$ cat config.mk
export PLATFORM = sky130hd
export DESIGN_NAME = serial_word_sender
export DESIGN_NICKNAME = d
export VERILOG_FILES = /design/src/rtl/serial_word_sender.sv
export SDC_FILE = /design/constraint.sdc
export NUM_CORES = 1
export LEC_CHECK = 0
export CAP_MARGIN = 20
export CORE_MARGIN = 2
export CORE_UTILIZATION = 45
export CTS_BUF_LIST = sky130_fd_sc_hd__clkbuf_4 sky130_fd_sc_hd__clkbuf_8 sky130_fd_sc_hd__clkbuf_16
export DETAILED_ROUTE_END_ITERATION = 6
export PLACE_DENSITY = 0.7
export SLEW_MARGIN = 20
export SYNTH_ARGS = -nofsm -noshare
export SYNTH_HDL_FRONTEND = slang
export SYNTH_SLANG_ARGS = --single-unit
$ cat constraint.sdc
create_clock -name clk -period 5.7 [get_ports clk]
set_clock_uncertainty 0.15 [all_clocks]
set_input_delay 0.855 -clock clk [delete_from_list [all_inputs] [get_ports clk]]
set_output_delay 0.855 -clock clk [all_outputs]
set_load 0.03 [all_outputs]
$ cat src/rtl/serial_word_sender.sv
// ============================================================================
// serial_word_sender: LSB-first serialiser feeding a chain of 8-bit shift
// registers, with a shift clock, a latch strobe and a done pulse.
// Revision: 1.0
// ============================================================================
`default_nettype none

module serial_word_sender #(
  parameter int WIDTH = 16,
  parameter int DIV   = 4
) (
  input  logic             clk,
  input  logic             rst,
  input  logic             start,
  input  logic [WIDTH-1:0] data_in,
  output logic             s_dat,
  output logic             s_clk,
  output logic             latch,
  output logic             busy,
  output logic             done
);

  localparam int BW = (WIDTH > 1) ? $clog2(WIDTH) : 1;
  localparam int PW = (DIV > 1) ? $clog2(DIV) : 1;

  typedef enum logic [1:0] {
    IDLE  = 2'd0,
    SHIFT = 2'd1,
    LATCH = 2'd2
  } state_t;

  state_t           state_q, state_d;
  logic [WIDTH-1:0] word_q, word_d;
  logic [BW-1:0]    bit_q, bit_d;
  logic [PW-1:0]    phase_q, phase_d;
  logic             high_q, high_d;
  logic             s_dat_q, s_dat_d;
  logic             s_clk_q, s_clk_d;
  logic             latch_q, latch_d;
  logic             busy_q, busy_d;
  logic             done_q, done_d;

  always_comb begin
    state_d = state_q;
    word_d  = word_q;
    bit_d   = bit_q;
    phase_d = phase_q;
    high_d  = high_q;

    case (state_q)
      IDLE: begin
        if (start) begin
          state_d = SHIFT;
          word_d  = data_in;
          bit_d   = '0;
          phase_d = '0;
          high_d  = 1'b0;
        end
      end
      SHIFT: begin
        if (phase_q == PW'(DIV - 1)) begin
          phase_d = '0;
          if (!high_q) begin
            high_d = 1'b1;
          end else begin
            // Bit period ends on the falling s_clk; next bit appears with it.
            high_d = 1'b0;
            word_d = word_q >> 1;
            bit_d  = bit_q + 1'b1;
            if (bit_q == BW'(WIDTH - 1)) begin
              state_d = LATCH;
              bit_d   = '0;
            end
          end
        end else begin
          phase_d = phase_q + 1'b1;
        end
      end
      LATCH: begin
        if (phase_q == PW'(DIV - 1)) begin
          state_d = IDLE;
          phase_d = '0;
        end else begin
          phase_d = phase_q + 1'b1;
        end
      end
      default: begin
        state_d = IDLE;
      end
    endcase

    // Outputs are decoded from the next state so they register alongside it.
    busy_d  = (state_d != IDLE);
    s_clk_d = (state_d == SHIFT) && high_d;
    s_dat_d = (state_d == SHIFT) && word_d[0];
    latch_d = (state_d == LATCH);
    done_d  = (state_q == LATCH) && (state_d == IDLE);
  end

  always_ff @(posedge clk) begin
    if (rst) begin
      state_q <= IDLE;
      word_q  <= '0;
      bit_q   <= '0;
      phase_q <= '0;
      high_q  <= 1'b0;
      s_dat_q <= 1'b0;
      s_clk_q <= 1'b0;
      latch_q <= 1'b0;
      busy_q  <= 1'b0;
      done_q  <= 1'b0;
    end else begin
      state_q <= state_d;
      word_q  <= word_d;
      bit_q   <= bit_d;
      phase_q <= phase_d;
      high_q  <= high_d;
      s_dat_q <= s_dat_d;
      s_clk_q <= s_clk_d;
      latch_q <= latch_d;
      busy_q  <= busy_d;
      done_q  <= done_d;
    end
  end

  assign s_dat = s_dat_q;
  assign s_clk = s_clk_q;
  assign latch = latch_q;
  assign busy  = busy_q;
  assign done  = done_q;

endmodule

`default_nettype wire

Yosys cells after proc, flatten, opt, wreduce, memory -nomap -nowiden
Cells that the tools add are included.
- flip-flop bits (word level): 30
- input port bits: 19
- output and inout port bits: 5
- logic and storage cells: 55
- add/sub/neg operators: 2
- equal/unequal tests: 9
- muxes and demuxes: 22
- reduce and logical (&&, ||, !) cells: 11
- operators by type and width (operator ; count):
    two-way mux 16 bit ; 3
    case mux 16 bit (2 select lines) ; 1
    two-way mux 4 bit ; 4
    two-way mux 2 bit ; 7
    case mux 4 bit (2 select lines) ; 1
    == test 2 bit (second input constant) ; 3
    inequality test 2 bit (second input constant) ; 3
    case mux 2 bit (3 select lines) ; 1
    nonzero test 2 bit ; 3
    adder 4 x 1 -> 4 bit (second input constant) ; 1
    == test 2 x 1 -> 1 bit (second input constant) ; 2
    == test 4 bit (second input constant) ; 1
    zero test 2 bit ; 2
    case mux 2 bit (2 select lines) ; 1
    AND reduction 4 bit ; 1
    logical AND 1 bit ; 3
    two-way mux 1 bit ; 3
    adder 2 x 1 -> 2 bit (second input constant) ; 1
    case mux 1 bit (2 select lines) ; 1
    AND reduction 2 bit ; 1
    OR reduction 2 bit ; 1

Logic depth before layout (Yosys ltp)
Gate-level depths: netlist of the first run.
- depth after elaboration: 7
- depth in mapped cells: 8

Worst setup path before layout of the first run
No wires, ideal clock.
- path kind: input to register
- start: input port start
- end: register word_q[10]
- library setup time: 0.132 ns
- arrival time: 1.674 ns
- required time: 5.418 ns
- slack: 3.744 ns
- cell stages on the path: 6
- buffers on the path: 2
- cells stage by stage: mux2_2 > and2_1 > buf_4 > buf_6 > nor2_1 > nor3_1
- longest elaborated chain between the ends: 2
- RTL lines (what ; line ; text):
    start, declared ; 14 ; input logic start,
    inequality test 2 bit (no source line) ; n/a ;
    AND reduction 4 bit (no source line) ; n/a ;
    end signal, assigned ; 114 ; word_q <= word_d;
    end, declared ; 33 ; logic [WIDTH-1:0] word_q, word_d;
Every way passes these cells.
A chain may end at the register's enable or synchronous reset.

Final worst setup path of the first run
- start: register state_q[1]
- end: register done_q (netlist: done)
- longest elaborated chain between the ends: 6
- elaborated cells on any way between the ends: 11
- those cells by class: eq/ne (2); mux (6); reduce/logical (3)
- RTL lines (what ; line ; text):
    start, declared ; 32 ; state_t state_q, state_d;
    start signal, assigned ; 113 ; state_q <= state_d;
    two-way mux 2 bit ; 70 ; if (bit_q == BW'(WIDTH - 1)) begin
    two-way mux 2 bit ; 63 ; if (!high_q) begin
    two-way mux 2 bit ; 61 ; if (phase_q == PW'(DIV - 1)) begin
    case mux 2 bit (3 select lines) ; 50 ; case (state_q)
    zero test 2 bit ; 97 ; done_d = (state_q == LATCH) && (state_d == IDLE);
    logical AND 1 bit (*) ; 97 ;
    end signal, assigned ; 122 ; done_q <= done_d;
    end, declared ; 41 ; logic done_q, done_d;
Mark *: on every way between the ends. The rest lies on a longest branch, timed or not.

==> results.md, run 1 <==
* Status: complete, no violations
* Count leader, synth: dfxtp_1
* Routed WL per cell at 14.7 um
* # hold bufs at CTS at 0
* Crit Path Category: flip-flop to flip-flop
* Syn Std Cell Area at 1380 um^2
* Syn_nets at 173
* Clock root buffer: clkbuf_4
* Area Overhead vs Synth at 19.3%
* WHS Path Cells at 2
* Remaining DRCs at 0
* RSZ-0062 raised after global routing: no
* Port buffer count at 23
* Cell taking the most area after synthesis: dfxtp_1
* Total number of vias at 1,175
* Slew HR at 29.3%
* Reg-to-reg endpoint: done$_SDFF_PP0_
* Max Cap Viol at 0
* Top cells by count, synth: dfxtp_1, nor2_1, nor3_1
* Yosys Warn Count at 0
* Routed Antenna Nets at 0
* Pwr/cell area at 269 nW/um^2
* Detail Placement HPWL at 1980 um
* Worst Tran Pin Value at 1.06 ns
* Pre-CTS setup slack at 2.81 ns
* Met2 routed wirelength at 1340 um
* Die height at 59.3 um
* Final setup vio count at 0
* GP Congestion at 0.848
* CORE AREA at 2980 um^2
* Post-CTS Repair Setup Buffers at 0
* Crit share post-route at 46.2%
* Final Worst Setup Slack at 3.07 ns
* CTS clk-pin slew, worst paths at 0.09 ns
* Clk sinks at 30
* CP startpoint kind: flip-flop
* Primary FF master, synth: dfxtp_1
* Minimum clock period at 2.63 ns
* Vias per cell at 5.88
* Type of the most critical hold path: flip-flop to flip-flop
* IO Count at 24
* Fin nets at 191
* Pin count of the biggest net entering global routing at 30
* H-tree depth at 2
* Ys async rst share at 0%
* Post-synth EDFFs at 0
* Total CTS buffers at 5
* Reg2Reg Depth at 6
* Post-CTS resize count at 0
* Netlist cell types at 34
* Seq/Total Area, Yosys at 43.7%
* Met1 WL at 1310 um
* First-pass GRT wire length at 5140 um
* Crit Reg-Reg Startpoint: state_q[1]$_SDFF_PP0_
* Pins Over Slew Limit at 0
* Yosys top cell area share at 43.7%
* Die X at 59.3 um
* Initial Util at 46.2%
* Pre-Repair DR Iteration Count at 5
* Worst hold slack at 0.322 ns
* Clock Tree Buf Depth at 2
* Top sig layer: met4
* R2R Setup Slk at 3.07 ns
* Syn Area/Cell at 9.29 um^2
* Fmax at 0.380 GHz
* Hold Path Sink: word_q[15]$_SDFFE_PP0P_
* Leakage power at 0.000605 uW
* Worst vdd ir at 146 uV
* Die ar. at 3510 um^2
* DR WL met3 at 210 um
* Yosys reg bits at 30
* Grt ovf at 0
* CP Capture Type: flip-flop
* WP data required at 5.73 ns
* Hold path startpoint: word_q[15]$_SDFFE_PP0P_
* Layout cells sized above 1 at 8.98%
* Initial antenna violation count at 0
* Routed WL at 2930 um
* Placed Cells at 192
* Initial DRC count at 45
* GRT Total Usage at 19.4%
* Top cells by area, synth: dfxtp_1, a221oi_1, nor3_1
* Critical Path Fanout Max at 16
* Vias in the first global route at 1,193
* WP data arrival at 2.66 ns
* TritonCTS clock tree: built
* Final Hold Fails at 0
* Rows at 20
* Final Non-Filler Cells at 200
* Post-synthesis cell count at 148
* # diodes at 0
* Setup TNS at 0 ns
* Clk_lat worst skew at 0.32 ns
==> state kept, by name (all words and copies together) (netlist names) <==
| name | flops |
|---|---|
| word_q | 16 |
| bit_q | 4 |
| phase_q | 2 |
| state_q | 2 |
| busy | 1 |
| done | 1 |
| high_q | 1 |
| latch | 1 |
| s_clk | 1 |
| s_dat | 1 |
==> metrics by stage <==
step	total power, uW	cell area, um^2	util, %
CTS	447	1640	55.1
finish	442	1640	55.1
floorplan	291	1380	-
global placement	309	1580	52.9
global route	468	1640	55.1
detailed placement	312	1580	52.9
==> cell families (layout without fill, tap and decap cells) <==
kind of cell	count (synthesis)	in the layout	synth area share, %
AOI/OAI and AO/OA	33	33	19.7
DFF	30	30	43.7
buffers and inverters	14	33	5.64
and+or+nand+nor	64	64	24.8
muxes	1	1	0.819
adders and majority gates	6	6	5.46
==> routing by layer <==
| metal | track usage [%] | vias to the layer above |
|---|---|---|
| met2 | 31.2 | 47 |
| li1 | - | 584 |
| met4 | 8.77 | 0 |
| met5 | 0 | - |
| met3 | 6.33 | 7 |
| met1 | 23.4 | 537 |
==> layout by cell type (no fill, tap or decap), drive strengths merged, types with 6 or more instances in the layout <==
cell and count:
nor3 18, nand2 6, ha 6, a21oi 8, nor2 18, nand3 6
clkbuf 7, clkdlybuf4s50 23, dfxtp 30, a221oi 14
==> critical path: stages (launching register included) <==
cell,delay (ns)
dfxtp_1,0.36
inv_1,0.09
ha_1,0.42
and3_1,0.61
a41oi_1,0.24
or3_4,0.44
nor4bb_2,0.18
==> final cells by class <==
class | count | area (um^2)
Inverter | 2 | 7.51
Timing Repair Buffer | 23 | 230
Fill cell | 282 | 1340
Multi-Input combinational cell | 104 | 697
Sequential cell | 30 | 601
Tap cell | 33 | 41.3
Clock buffer | 7 | 58.8
Clock inverter | 1 | 5.00
==> worst max path at each step <==
stage	start	to	slack, ns	depth (start not counted)
after global placement	start	s_dat$_SDFF_PP0_	2.91	5
after floorplan	start	word_q[10]$_SDFFE_PP0P_	3.74	6
after global routing	state_q[1]$_SDFF_PP0_	done$_SDFF_PP0_	2.88	6
after CTS	state_q[1]$_SDFF_PP0_	done$_SDFF_PP0_	3.07	6
final	state_q[1]$_SDFF_PP0_	done$_SDFF_PP0_	3.07	6
after detailed placement	start	s_dat$_SDFF_PP0_	2.81	5
==> where the power goes <==
part           total (uW)  switching [uW]  internal (uW)
combinational        75.5            40.2           35.3
sequential            231            7.46            223
clock                 135            70.9           64.5
(Power assumes the default switching activity.)
==> inputs of run 2 (changes only) <==
==> constraint.sdc (replaced) <==
create_clock -name clk -period 2.55 [get_ports clk]
set_clock_uncertainty 0.15 [all_clocks]
set_input_delay 0.3825 -clock clk [delete_from_list [all_inputs] [get_ports clk]]
set_output_delay 0.3825 -clock clk [all_outputs]
set_load 0.03 [all_outputs]
==> run 2 against run 1 <==
Die area did not move; non-clock buffer count rose by 4; utilization increased by 1.6 points; via count grew 1.3%; setup slack lost 2.8 ns; maximum frequency is 15% higher; worst hold slack worse by 0.0096 ns; flip-flop and latch count did not move; critical path depth unchanged; design area grew 2.9%; critical path type unchanged; largest cell class unchanged; largest power group unchanged; highest routed layer unchanged.
==> results.md, run 2 (synthesized netlist as in run 1, its figures left out) <==
* Status: complete, no violations
* Total CTS buffers at 5 (unchanged)
* Max Cap Viol at 0 (unchanged)
* Grt ovf at 0 (unchanged)
* Port buffer count at 23 (unchanged)
* Minimum clock period at 2.30 ns (-0.334 ns)
* Pwr/cell area at 641 nW/um^2 (+140%)
* Detail Placement HPWL at 2070 um (+4.9%)
* GRT met1 Usage at 23.5% (+0.13 points)
* Hold path startpoint: word_q[15]$_SDFFE_PP0P_
* Initial Util at 46.2% (unchanged)
* CP Capture Type: flip-flop
* Rows at 20 (unchanged)
* Die ar. at 3510 um^2 (unchanged)
* Slew HR at 53.8% (+25 points)
* Routed WL per cell at 14.7 um (+0.67%)
* GR Util met2 at 29.2% (-2.0 points)
* IO Count at 24 (unchanged)
* Initial DRC count at 53 (+18%)
* Vias per cell at 5.86 (-0.22%)
* Reg2Reg Depth at 6 (unchanged)
* Die X at 59.3 um (unchanged)
* Fin nets at 195 (+2.1%)
* Die height at 59.3 um (unchanged)
* Pre-Repair DR Iteration Count at 6 (+1)
* Total number of vias at 1,190 (+1.3%)
* Final Hold Fails at 0 (unchanged)
* Reg-to-reg endpoint: s_clk$_SDFF_PP0_
* Remaining DRCs at 0 (unchanged)
* WP data required at 2.63 ns (-3.10 ns)
* CP startpoint kind: flip-flop
* Final setup vio count at 0 (unchanged)
* Clock root buffer: clkbuf_4
* Fillers at 243 (-14%)
* WHS Path Cells at 2 (unchanged)
* CTS clk-pin slew, worst paths at 0.10 ns (about the same)
* Worst Tran Pin Value at 0.694 ns (-0.364 ns)
* Clock Tree Buf Depth at 2 (unchanged)
* CORE AREA at 2980 um^2 (unchanged)
* Critical Path Fanout Max at 20 (+4)
* Crit path launch: state_q[1]$_SDFF_PP0_
* Clk_lat worst skew at 0.33 ns (about the same)
* Crit Path Category: flip-flop to flip-flop
* Met3 GRT Util at 6.77% (+0.44 points)
* Leakage power at 0.000631 uW (+4.2%)
* GR peak layer: met2
* Post-CTS resize count at 0 (unchanged)
* Worst vdd ir at 341 uV (+130%)
* Routed WL at 2990 um (+2.2%)
* Largest regs: word_q x16, bit_q x4
* Vias in the first global route at 1,092 (-8.5%)
* Layout Utilization at 56.7% (+1.6 points)
* Layout cells sized above 1 at 10.6% (+1.6 points)
* Crit path to: s_clk$_SDFF_PP0_
* Commonest non-fill, non-tap cell in the layout: dfxtp_1
* Area Overhead vs Synth at 22.7%
* Type of the most critical hold path: flip-flop to flip-flop
* Crit share post-route at 90.2% (+44 points)
* Setup TNS at 0 ns (unchanged)
* Pin count of the biggest net entering global routing at 21 (-30%)
* Routed Antenna Nets at 0 (unchanged)
* First-pass GRT wire length at 4930 um (-4.0%)
* # hold bufs at CTS at 0 (unchanged)
* WP data arrival at 2.38 ns (-0.28 ns)
* Post-CTS Repair Setup Buffers at 0 (unchanged)
* Clk sinks at 30 (unchanged)
* GP Congestion at 0.910 (+7.3%)
* Fmax at 0.435 GHz (+15%)
* R2R Setup Slk at 0.25 ns (-2.82 ns)
* Crit Reg-Reg Startpoint: state_q[1]$_SDFF_PP0_
* Initial antenna violation count at 0 (unchanged)
* Most frequent cells in the layout: dfxtp_1, clkdlybuf4s50_1, nor2_1, nor3_1, a221oi_1
* Number of flip-flops in the largest register at 16 (unchanged)
* H-tree depth at 2 (unchanged)
* TritonCTS clock tree: built
* Largest Register: word_q
* # diodes at 0 (unchanged)
* GRT Total Usage at 18.7% (-0.65 points)
* RSZ-0062 raised after global routing: no
* Pins Over Slew Limit at 0 (unchanged)
## run 2: stage by stage
stage          worst slack, ns  cell area [um^2]  instances  hold WS (ns)  power [uW]
5_1_grt                 0.0873              1690        203         0.345        1130
6_report                 0.249              1690        203         0.312        1080
3_3_place_gp             0.326              1610        196         0.290         697
2_1_floorplan            0.694              1380        148         0.282         650
4_1_cts                  0.258              1690        203         0.310        1090
3_5_place_dp             0.275              1610        196         0.295         702
## run 2: critical path, cell delays in order, from the launching register on
cell,delay [ns]
dfxtp_1,0.35
inv_1,0.10
ha_1,0.43
mux2_2,0.25
and2_1,0.58
nor3_1,0.13
and3_1,0.21
## run 2: cell type report
cell class                      instances  area [um^2]  share of cell area [%]
Clock inverter                          1         30.0                    1.78
Multi-Input combinational cell        104          697                    41.3
Inverter                                2         7.51                   0.445
Sequential cell                        30          601                    35.6
Clock buffer                            6         51.3                    3.04
Tap cell                               33         41.3                    2.45
Timing Repair Buffer                   27          260                    15.4
## run 2: worst min path at each step
stage / end / slack [ns]
finish: word_q[15]$_SDFFE_PP0P_ / 0.31
global placement: word_q[15]$_SDFFE_PP0P_ / 0.29
global route: word_q[15]$_SDFFE_PP0P_ / 0.34
detailed placement: word_q[15]$_SDFFE_PP0P_ / 0.30
CTS: word_q[15]$_SDFFE_PP0P_ / 0.31
floorplan: word_q[15]$_SDFFE_PP0P_ / 0.28
## run 2: metal layers
layer | vias to the layer above | wire length, um
met5 | - | 0
met4 | 0 | 55
met3 | 8 | 180
met2 | 39 | 1370
met1 | 547 | 1380
li1 | 596 | -
## run 2: where the power goes
group	internal (uW)	switching, uW	leakage [uW]	total [uW]
logic	83.1	92.3	0.000341	175
clock network	228	162	0.0000443	390
registers	499	16.8	0.000245	516
total	811	271	0.000631	1080
==> inputs of run 3 (changes only) <==
--- a/config.mk
+++ b/config.mk
@@ -5,12 +5,13 @@
 export SDC_FILE = /design/constraint.sdc
 export NUM_CORES = 1
 export LEC_CHECK = 0
+export ABC_CLOCK_PERIOD_IN_PS = 2550
 export CAP_MARGIN = 20
 export CORE_MARGIN = 2
-export CORE_UTILIZATION = 45
+export CORE_UTILIZATION = 51
 export CTS_BUF_LIST = sky130_fd_sc_hd__clkbuf_4 sky130_fd_sc_hd__clkbuf_8 sky130_fd_sc_hd__clkbuf_16
 export DETAILED_ROUTE_END_ITERATION = 6
-export PLACE_DENSITY = 0.7
+export PLACE_DENSITY = 0.77
 export SLEW_MARGIN = 20
 export SYNTH_ARGS = -nofsm -noshare
 export SYNTH_HDL_FRONTEND = slang
==> run 3 against run 2 <==
Count of clock-buffer cells in the layout grew 1; sequential power about the same; first-iteration DRC count down 15%; die area decreased by 11%; total power fell by 7.7%; combinational power hardly changed; wire length is 2.4% higher; flip-flop and latch count did not move; via count is 2.0% higher; register-to-register slack is essentially flat; maximum frequency about the same; critical path type unchanged; largest power group unchanged.
==> results.md, run 3 (synthesized netlist as in run 1, its figures left out) <==
* Status: complete, no violations
* Clock Tree Buf Depth at 2 (unchanged)
* Commonest non-fill, non-tap cell in the layout: dfxtp_1
* Final Non-Filler Cells at 201 (-0.99%)
* Pre-Repair DR Iteration Count at 4 (-2)
* Pins Over Slew Limit at 0 (unchanged)
* Post-CTS Repair Setup Buffers at 0 (unchanged)
* Worst hold slack at 0.320 ns (+0.00815 ns)
* Pin count of the biggest net entering global routing at 21 (unchanged)
* WHS Path Cells at 2 (unchanged)
* Type of the most critical hold path: flip-flop to flip-flop
* Clock root buffer: clkbuf_4
* Clk_lat worst skew at 0.33 ns (about the same)
* Largest regs: word_q x16, bit_q x4
* Crit path launch: state_q[1]$_SDFF_PP0_
* Remaining DRCs at 0 (unchanged)
* Slew HR at 53.1% (-0.71 points)
* Die ar. at 3130 um^2 (-11%)
* Routed Antenna Nets at 0 (unchanged)
* Post-CTS resize count at 0 (unchanged)
* # hold bufs at CTS at 0 (unchanged)
* Largest Register: word_q
* Layout Utilization at 66.1% (+9.4 points)
* H-tree depth at 2 (unchanged)
* Routed WL at 3070 um (+2.4%)
* Pwr/cell area at 599 nW/um^2 (-6.5%)
* First-pass GRT wire length at 5160 um (+4.6%)
* Worst vdd ir at 462 uV (+35%)
* GP Congestion at 0.882 (-3.1%)
* Initial Util at 54.5% (+8.3 points)
* CP startpoint kind: flip-flop
* Number of flip-flops in the largest register at 16 (unchanged)
* WP data required at 2.64 ns (about the same)
* IO Count at 24 (unchanged)
* Reg-to-reg endpoint: s_clk$_SDFF_PP0_
* Hold Path Sink: word_q[15]$_SDFFE_PP0P_
* Initial DRC count at 45 (-15%)
* GRT Total Usage at 21.1% (+2.4 points)
* Fillers at 211 (-13%)
* Crit Reg-Reg Startpoint: state_q[1]$_SDFF_PP0_
* Port buffer count at 23 (unchanged)
* Crit share post-route at 90.2% (about the same)
* Detail Placement HPWL at 2100 um (+1.3%)
* Total CTS buffers at 5 (unchanged)
* CP Capture Type: flip-flop
* Most frequent cells in the layout: dfxtp_1, clkdlybuf4s50_1, nor2_1, nor3_1, a221oi_1
* Max Cap Viol at 0 (unchanged)
* WP data arrival at 2.39 ns (about the same)
* Register area at 601 um^2 (unchanged)
* Vias in the first global route at 1,196 (+9.5%)
* Die X at 55.9 um (-5.7%)
* Initial antenna violation count at 0 (unchanged)
* Rows at 18 (-10%)
* Grt ovf at 0 (unchanged)
* TritonCTS clock tree: built
* Final setup vio count at 0 (unchanged)
* Fmax at 0.435 GHz (about the same)
* R2R Setup Slk at 0.25 ns (about the same)
* Multi-input gate area at 697 um^2 (unchanged)
* CTS clk-pin slew, worst paths at 0.10 ns (about the same)
* # diodes at 0 (unchanged)
* Setup TNS at 0 ns (unchanged)
* Die height at 55.9 um (-5.7%)
* Placed Cells at 193 (-1.5%)
* Reg2Reg Depth at 6 (unchanged)
* Vias per cell at 6.04 (+3.0%)
* Worst Tran Pin Value at 0.704 ns (+0.0107 ns)
* Clk sinks at 30 (unchanged)
* Routed WL per cell at 15.3 um (+3.4%)
* Fin nets at 195 (unchanged)
* Final Hold Fails at 0 (unchanged)
* RSZ-0062 raised after global routing: no
* Total number of vias at 1,214 (+2.0%)
* Minimum clock period at 2.30 ns (-0.000373 ns)
* Critical Path Fanout Max at 20 (unchanged)
* CORE AREA at 2520 um^2 (-15%)
* Crit Path Category: flip-flop to flip-flop
* Hold path startpoint: word_q[15]$_SDFFE_PP0P_
* Leakage power at 0.000625 uW (-0.87%)
* Area Overhead vs Synth at 21.2%
* Layout cells sized above 1 at 11.1% (+0.52 points)
-- run 3: cell count changes in the layout (fill, tap and decap cells not counted), sizes merged --
cell / change
bufinv: -1
clkinv: +1
clkbuf: +1
-- run 3: layout make-up --
cell class / instances / share of cell area [%]
Tap cell: 30 / 2.25
Clock buffer: 7 / 3.53
Clock inverter: 1 / 0.300
Timing Repair Buffer: 27 / 15.6
Inverter: 2 / 0.450
Multi-Input combinational cell: 104 / 41.8
Sequential cell: 30 / 36.0
-- run 3: through the flow --
stage / instance area [um^2] / total power (uW) / worst slack [ns]
floorplan: 1380 / 650 / 0.694
global placement: 1600 / 694 / 0.330
detailed placement: 1600 / 703 / 0.247
CTS: 1670 / 1000 / 0.241
global route: 1670 / 1050 / 0.0593
finish: 1670 / 999 / 0.250
-- run 3: worst max-delay path by stage --
stage	to	cells past startpoint	slack, ns
2_1_floorplan	word_q[10]$_SDFFE_PP0P_	8	0.69
3_3_place_gp	s_clk$_SDFF_PP0_	5	0.33
3_5_place_dp	s_clk$_SDFF_PP0_	6	0.25
4_1_cts	s_clk$_SDFF_PP0_	6	0.24
5_1_grt	bit_q[1]$_SDFFE_PP0P_	6	0.06
6_report	s_clk$_SDFF_PP0_	6	0.25
-- run 3: critical path, stage by stage (launching register included) --
cell and delay (ns):
dfxtp_1 0.35, inv_1 0.10, ha_1 0.43, mux2_2 0.25, and2_1 0.59, nor3_1 0.14
and3_1 0.21
-- run 3: routing by layer --
metal	GRT usage, %	part of all wire (%)
met1	23.7	43
met5	0	0
met4	10.9	2.5
met2	36.1	49
met3	6.28	5.7
-- run 3: power breakdown --
part / switching, uW / internal [uW] / leakage [uW] / total, uW
Sequential: 17.2 / 499 / 0.000245 / 517
Clock: 161 / 144 / 0.0000387 / 305
Combinational: 93.0 / 83.9 / 0.000341 / 177
